[src/rtl/cpu_mem_pkg.sv]
// Shared types and constants for the IF/MEM unified-memory arbiter.
// Owner and FSM state encodings, plus the legal parameter ranges.
package cpu_mem_pkg;

   typedef enum logic {
      OwnIf   = 1'b0,
      OwnData = 1'b1
   } owner_e;

   typedef enum logic {
      StIdle = 1'b0,
      StWait = 1'b1
   } arb_state_e;

   // Wide enough for any DATA_W up to 512; users slice to DATA_W/8.
   localparam logic [63:0] BE_ALL = '1;

   localparam int unsigned MEM_LAT_MIN    = 1;
   localparam int unsigned MEM_LAT_MAX    = 4;
   localparam int unsigned STARVE_MAX_MIN = 1;
   localparam int unsigned STARVE_MAX_MAX = 15;

endpackage

[src/rtl/mem_arb_pick.sv]
// Combinational winner select between fetch and data requesters.
// Data wins by default; fetch wins when the starvation limit is hit.
module mem_arb_pick (
   input  logic if_req_i,
   input  logic d_req_i,
   input  logic starve_hit_i,
   output logic pick_if_o,
   output logic pick_d_o
);

   logic force_if;

   always_comb begin
      force_if  = starve_hit_i & if_req_i;
      pick_if_o = if_req_i & (force_if | ~d_req_i);
      pick_d_o  = d_req_i & ~force_if;
   end

endmodule

[src/rtl/mem_port_arbiter.sv]
// Single-outstanding arbiter sharing one memory port between fetch and data.
// Tracks fixed read latency and produces grants, response pulses and stalls.
module mem_port_arbiter
   import cpu_mem_pkg::*;
#(
   parameter int unsigned ADDR_W     = 32,
   parameter int unsigned DATA_W     = 32,
   parameter int unsigned MEM_LAT    = 1,
   parameter int unsigned STARVE_MAX = 4
) (
   input  logic                clk,
   input  logic                rst,
   input  logic                if_req,
   input  logic [ADDR_W-1:0]   if_addr,
   output logic                if_gnt,
   output logic                if_rvalid,
   output logic [DATA_W-1:0]   if_rdata,
   input  logic                d_req,
   input  logic                d_we,
   input  logic [ADDR_W-1:0]   d_addr,
   input  logic [DATA_W-1:0]   d_wdata,
   input  logic [DATA_W/8-1:0] d_be,
   output logic                d_gnt,
   output logic                d_rvalid,
   output logic [DATA_W-1:0]   d_rdata,
   output logic                mem_en,
   output logic                mem_we,
   output logic [ADDR_W-1:0]   mem_addr,
   output logic [DATA_W-1:0]   mem_wdata,
   output logic [DATA_W/8-1:0] mem_be,
   input  logic [DATA_W-1:0]   mem_rdata,
   output logic                stall_if,
   output logic                stall_mem
);

   localparam int unsigned BE_W       = DATA_W / 8;
   localparam logic [1:0]  LAT_M1     = 2'(MEM_LAT - 1);
   localparam logic [3:0]  STARVE_LIM = 4'(STARVE_MAX);

   if (MEM_LAT < MEM_LAT_MIN || MEM_LAT > MEM_LAT_MAX ||
       STARVE_MAX < STARVE_MAX_MIN || STARVE_MAX > STARVE_MAX_MAX) begin : g_bad_param
      $error("mem_port_arbiter: MEM_LAT or STARVE_MAX out of range");
   end

   arb_state_e  state_q, state_d;
   owner_e      owner_q, owner_d;
   logic [1:0]  cnt_q, cnt_d;
   logic [3:0]  starve_q, starve_d;

   logic issue_pt;
   logic resp;
   logic pick_if;
   logic pick_d;

   // Gate with rst so every strobe drops the moment reset asserts.
   assign issue_pt = ~rst & ((state_q == StIdle) | (cnt_q == 2'd0));
   assign resp     = (state_q == StWait) & (cnt_q == 2'd0);

   mem_arb_pick u_pick (
      .if_req_i     (if_req),
      .d_req_i      (d_req),
      .starve_hit_i (starve_q == STARVE_LIM),
      .pick_if_o    (pick_if),
      .pick_d_o     (pick_d)
   );

   always_comb begin
      if_gnt    = issue_pt & pick_if;
      d_gnt     = issue_pt & pick_d;
      if_rvalid = resp & (owner_q == OwnIf);
      d_rvalid  = resp & (owner_q == OwnData);
      if_rdata  = mem_rdata;
      d_rdata   = mem_rdata;
      stall_if  = ~rst & if_req & ~if_gnt;
      stall_mem = ~rst & d_req & ~d_gnt;
   end

   always_comb begin
      mem_en    = 1'b0;
      mem_we    = 1'b0;
      mem_addr  = '0;
      mem_wdata = '0;
      mem_be    = '0;
      if (d_gnt) begin
         mem_en    = 1'b1;
         mem_we    = d_we;
         mem_addr  = d_addr;
         mem_wdata = d_wdata;
         mem_be    = d_be;
      end else if (if_gnt) begin
         mem_en    = 1'b1;
         mem_addr  = if_addr;
         mem_be    = BE_ALL[BE_W-1:0];
      end
   end

   always_comb begin
      state_d  = state_q;
      owner_d  = owner_q;
      cnt_d    = cnt_q;
      starve_d = starve_q;

      if (issue_pt) begin
         if (if_gnt | d_gnt) begin
            state_d = StWait;
            owner_d = d_gnt ? OwnData : OwnIf;
            cnt_d   = LAT_M1;
         end else begin
            state_d = StIdle;
         end
      end else if (state_q == StWait) begin
         cnt_d = cnt_q - 2'd1;
      end

      // Only consecutive lost arbitrations with fetch still waiting count.
      if (!if_req || if_gnt) begin
         starve_d = 4'd0;
      end else if (d_gnt && starve_q != STARVE_LIM) begin
         starve_d = starve_q + 4'd1;
      end
   end

   always_ff @(posedge clk or posedge rst) begin
      if (rst) begin
         state_q  <= StIdle;
         owner_q  <= OwnIf;
         cnt_q    <= 2'd0;
         starve_q <= 4'd0;
      end else begin
         state_q  <= state_d;
         owner_q  <= owner_d;
         cnt_q    <= cnt_d;
         starve_q <= starve_d;
      end
   end

endmodule

[config.mk]
export PLATFORM = sky130hd
export DESIGN_NAME = mem_port_arbiter
export DESIGN_NICKNAME = d
export VERILOG_FILES = /design/src/rtl/cpu_mem_pkg.sv /design/src/rtl/mem_arb_pick.sv /design/src/rtl/mem_port_arbiter.sv
export SDC_FILE = /design/constraint.sdc
export NUM_CORES = 1
export LEC_CHECK = 0
export CAP_MARGIN = 20
export CORE_ASPECT_RATIO = 0.6
export CORE_MARGIN = 5
export CORE_UTILIZATION = 26
export DETAILED_ROUTE_END_ITERATION = 12
export PLACE_DENSITY = 0.84
export SYNTH_ARGS = -nofsm -noshare
export SYNTH_HDL_FRONTEND = slang
export SYNTH_SLANG_ARGS = --single-unit
[constraint.sdc]
create_clock -name clk -period 2.02 [get_ports clk]
set_input_delay 0.404 -clock clk [delete_from_list [all_inputs] [get_ports clk]]
set_output_delay 0.404 -clock clk [all_outputs]
set_load 0.1 [all_outputs]
Word level (Yosys, flattened, before mapping)
Cells that the tools add are included.

storage, ports and cells
  logic and storage cells = 55
  bits of input ports = 137
  memory bits (writable) = 0
  memory bits (read-only) = 0
  memories kept = 0
  output and inout bits = 140
  bits in latches = 0
  bits in registers = 8

cells by class
  shifts and indexed selects = 0
  div/mod/pow operators = 0
  mux-type cells = 15
  magnitude comparators = 0
  bitwise operators = 23
  reduce and logical (&&, ||, !) cells = 8
  eq/ne operators = 3
  multipliers = 0
  add/subtract/negate cells = 2

operators with widths
  kind                                                                     number
  32-bit two-way mux                                                       3
  4-bit two-way mux                                                        4
  1-bit bitwise AND                                                        13
  1-bit NOT                                                                7
  2-bit two-way mux                                                        3
  1-bit two-way mux                                                        5
  4-bit by 1-bit adder with 4-bit output, second input constant            1
  4-bit by 3-bit equality test with 1-bit output, second input constant    1
  4-bit by 3-bit inequality test with 1-bit output, second input constant  1
  2-bit AND reduction                                                      2
  2-bit nonzero test                                                       2
  1-bit OR                                                                 3
  2-bit zero test                                                          1
  2-bit by 1-bit inequality test with 1-bit output, second input constant  1
  2-bit by 1-bit subtractor with 2-bit output, second input constant       1
  1-bit logical AND                                                        1
  1-bit zero test                                                          1
  1-bit logical OR                                                         1

Longest topological paths before layout
  depth after elaboration = 8
  gate-level depth with buffers = 8
  depth with buffers taken out = 5

By module
A second synthesis with hierarchy kept.

unflattened totals
  cell total of the unflattened synthesis = 207
  area, all modules = 1645.3 um^2

by module, submodules not included
  module            cells each  area an instance (um^2)  times used
  mem_port_arbiter  204         1626.6                   1
  mem_arb_pick      3           18.8                     1

Worst setup path after synthesis
No wires, ideal clock.

  path type = register to output
  start point = register starve_q[0]
  end point = output stall_mem
  setup slack = -1.760 ns
  path buffers = 1
  cell stages (with the launch flop) = 7
  arrival = 3.376 ns
  cell sequence = dfrtp_1 inv_1 ha_1 and3b_1 a21oi_4 buf_2 a211oi_1

on the way
  word-level cells in the longest chain between the ends = 7

RTL lines
  what                                            RTL line                 source
  start: declaration                              mem_port_arbiter.sv:48   logic [3:0] starve_q, starve_d;
  start signal: assignment                        mem_port_arbiter.sv:133  starve_q <= starve_d;
  4-bit by 3-bit equality test with 1-bit output  mem_port_arbiter.sv:62   .starve_hit_i (starve_q == STARVE_LIM),
  1-bit bitwise AND                               mem_arb_pick.sv:14       force_if = starve_hit_i & if_req_i;
  1-bit NOT                                       mem_arb_pick.sv:16       pick_d_o = d_req_i & ~force_if;
  1-bit bitwise AND                               mem_arb_pick.sv:16
  1-bit bitwise AND                               mem_port_arbiter.sv:69   d_gnt = issue_pt & pick_d;
  1-bit NOT                                       mem_port_arbiter.sv:75   stall_mem = ~rst & d_req & ~d_gnt;
  1-bit bitwise AND                               mem_port_arbiter.sv:75
  end: declaration                                mem_port_arbiter.sv:33   output logic stall_mem

Every way passes these cells.

Final worst setup path
  start point = register starve_q[1]
  end point = output mem_addr[14]

on the way
  word-level cells in the longest chain between the ends = 7
  elaborated cells on any way between the ends = 10

RTL lines
  what                                              RTL line                source
  4-bit by 3-bit equality test with 1-bit output *  mem_port_arbiter.sv:62
  1-bit bitwise AND *                               mem_arb_pick.sv:14
  1-bit OR                                          mem_arb_pick.sv:15      pick_if_o = if_req_i & (force_if | ~d_req_i);
  1-bit bitwise AND                                 mem_arb_pick.sv:15
  1-bit bitwise AND                                 mem_port_arbiter.sv:68  if_gnt = issue_pt & pick_if;
  32-bit two-way mux                                mem_port_arbiter.sv:90  end else if (if_gnt) begin
  32-bit two-way mux *                              mem_port_arbiter.sv:84  if (d_gnt) begin
  end: declaration                                  mem_port_arbiter.sv:28  output logic [ADDR_W-1:0] mem_addr,

Every way passes the cells marked *; elsewhere a longest branch is shown, timed or not.

==> metrics.md <==
| Metric | Value |
|---|---|
| Commonest cells in the netlist | `67 x buf_4, 35 x and3_1, 35 x nand4_1, 33 x mux2i_1, 33 x nand3_1` |
| Placed cells | `520` |
| Top achievable clock speed | `0.4014 GHz` |
| Mapped cell area | `0.002146 mm2` |
| Maxcap violations | `0` |
| Critical path endpoint category | `primary output` |
| Pins Over Slew Limit | `0` |
| Clock Path Buffers | `2` |
| FF-to-FF path depth | `9` |
| Via density | `5.182` |
| P&R area growth vs syn | `165.7%` |
| Critical Path RT | `1.62 ns` |
| Worst reg2reg endpoint | `starve_q[1]` |
| # rows | `25` |
| Die Area | `0.01023 mm2` |
| CTS buffer count | `3` |
| Final Non-Filler Cells | `545` |
| Io pins | `277` |
| Max VDD drop | `0.9508 mV` |
| Top-count cell post-synth | `buf_4` |
| Synth area leaders | `buf_4 23%, mux2i_1 15%, and3_1 10%, nand4_1 10%, dfrtp_1 9.3%` |
| P_int | `2.482 mW` |
| Initial antenna violation count | `0` |
| Post-route ant nets | `0` |
| Fin. Hold Viols | `0` |
| Tightest Hold Check Type | `input pin to async pin` |
| Setup CP Type | `register to primary output` |
| Measured slew at the worst slew-check pin | `0.3512 ns` |
| Port bufs | `180` |
| Initial Utilization | `27.01%` |
| Util after Layout | `71.76%` |
| Nets | `579` |
| Clk pin slew, worst setup/hold paths | `0.04 ns` |
| Die height | `80.37 um` |
| Total gr overflow | `0` |
| Core box area | `0.007945 mm2` |
| CP max FO | `9` |
| Worst Setup EP | `mem_addr[14]` |
| Logic pwr share | `89.6%` |
| Max-Slew Margin vs Limit | `76.59%` |
| HPWL after DPL | `8831 um` |
| Status | `finished with violations` |
| PwrDens | `970.9 mW/mm2` |
| Final Cycle Share | `123.3%` |
| CTS root buf | `clkbuf_16` |
| Worst Path Arrival | `2.09 ns` |
| Minimum clock period | `2.491 ns` |
| Sw frac | `55.17%` |
| DR pass1 iterations | `4` |
| Antenna cell count | `0` |
| Post-synth top area share | `23.44%` |
| Die W | `127.3 um` |
| Aggregate global-route resource usage | `22.52%` |
| Worst Setup Slack, final | `-0.4710 ns` |
| Async set-or-reset flop fraction in the synthesized netlist | `100.0%` |
| H-tree depth | `1` |
| Fill cell count | `532` |
| Vias | `2,824` |
| Clk sinks | `8` |
| DR WL/cell | `22.39 um` |
| Clock share of power | `6.0%` |
| Largest net degree at the start of global routing | `60` |
| Crit path from | `starve_q[1]` |
| Seq/Total Area, Yosys | `9.329%` |
| Sequential share of power | `4.4%` |
| Hold-fix buffers, CTS | `0` |
| Ys flop type | `dfrtp_1` |
| R2r startpoint | `cnt_q[0]` |
| Share of cells above drive strength 1 | `52.40%` |
| First-pass GRT wire length | `17,900 um` |
| Post-DP Area | `0.005162 mm2` |
| Tot Pwr | `5.536 mW` |
| TNS Setup | `-27.03 ns` |
| Yosys reg bits | `8` |
| 1st-iter DRT viols | `139` |
| Setup-failing EPs final | `72` |
| FF-to-FF setup slack | `0.37 ns` |
| CTS tree | `built` |
| Number of synthesized flops with an enable pin | `0` |
| Syn avg cell area | `7.299 um2` |
| Leak pwr | `2.125 nW` |
| Switching power | `3.054 mW` |
| Clock latency on the worst-skew pair | `0.23 ns` |
| Syn_nets | `434` |
| DRC | `0` |
| Final instance area | `0.005702 mm2` |
| Top cell type by total area after synthesis | `buf_4` |
| Failing checks | `negative setup slack` |
| CP Launch Type | `register` |
| GPL Wtd Cong | `0.8363` |
| Yosys Warn Count | `0` |
| Vias in the first global route | `3,006` |
| Skew final | `0.004390 ns` |
| Netlist cell types | `33` |
| RSZ-0062 raised after global routing | `true` |
| Gate Count Post-Synth | `294` |
| Post-Route WL | `12,200 um` |
kinds of logic after synthesis:
family	count (synthesis)	synth area share, %
AND/OR/NAND/NOR	126	33.70
buffers and inverters	105	33.35
multiplexers	33	15.39
AO/OA/AOI/OAI	19	6.473
flip-flops	8	9.329
adder cells (fa/ha/maj)	3	1.749
metrics by stage:
stage               hold slack [ns]  setup slack [ns]
CTS                          0.4492           -0.4306
global route                 0.4776           -0.5158
floorplan                    0.4510           -0.4042
finish                       0.4548           -0.4710
detailed placement           0.5043           -0.4064
global placement             0.4910           -0.3488
what timing repair did:
item | CTS | global route
gates resized for setup | 36 | 16
gates cloned | 6 | 1
setup buffers | 11 | 9
setup endpoints to repair | 74 | 74
pin swaps | 15 | 14
routing by layer:
metal	vias to the layer above	wire length, um	track usage, %
met5	-	0	0
met3	27	1091	7.973
li1	1298	-	-
met2	162	6077	39.14
met1	1337	4808	26.90
met4	0	226	4.711
power by group through the flow:
stage	registers (mW)	logic [mW]	clock network [mW]
floorplan	0.231	3.46	0
CTS	0.236	4.76	0.338
global placement	0.233	4.29	0
global route	0.246	5.11	0.351
finish	0.242	4.96	0.333
detailed placement	0.239	4.41	0
how the worst min path moves through the flow:
| stage | from | end |
|---|---|---|
| 2_1_floorplan | cnt_q[0] | cnt_q[0] |
| 3_3_place_gp | cnt_q[1] | cnt_q[1] |
| 3_5_place_dp | cnt_q[1] | cnt_q[1] |
| 4_1_cts | rst | cnt_q[1] |
| 5_1_grt | rst | cnt_q[1] |
| 6_report | rst | cnt_q[1] |
cell usage in the layout (no fill, tap or decap), types with 2 or more instances in the layout:
cell	count
a211oi_4	2
a21oi_4	5
and3_1	2
and3_4	32
buf_12	86
buf_16	4
buf_4	32
buf_6	5
buf_8	4
clkbuf_16	4
clkdlybuf4s50_1	101
dfrtp_1	8
ha_4	2
inv_1	3
inv_2	5
mux2i_4	32
nand2_1	9
nand2b_4	2
nand3_1	33
nand4_1	35
nor2_4	3
o21ai_4	2
o22ai_1	3
layout make-up:
class                           count  area, um2  share of cell area, %
Tap cell                          108      135.1                  2.370
Multi-Input combinational cell    181       1978                  34.69
Timing Repair Buffer              237       3283                  57.58
Sequential cell                     8      200.2                  3.511
Clock buffer                        3      75.07                  1.317
Inverter                            8      30.03                 0.5267
critical path, stage by stage (launching register included):
cell     delay, ns
dfrtp_1       0.37
inv_2         0.07
ha_4          0.15
and3b_2       0.23
a21oi_4       0.19
buf_12        0.18
buf_12        0.17
mux2i_4       0.27
buf_12        0.20
flip-flops by register name (all words and copies together), names as in the netlist:
register  cells
cnt_q         2
owner_q       1
state_q       1
starve_q      4
(Power assumes the default switching activity.)
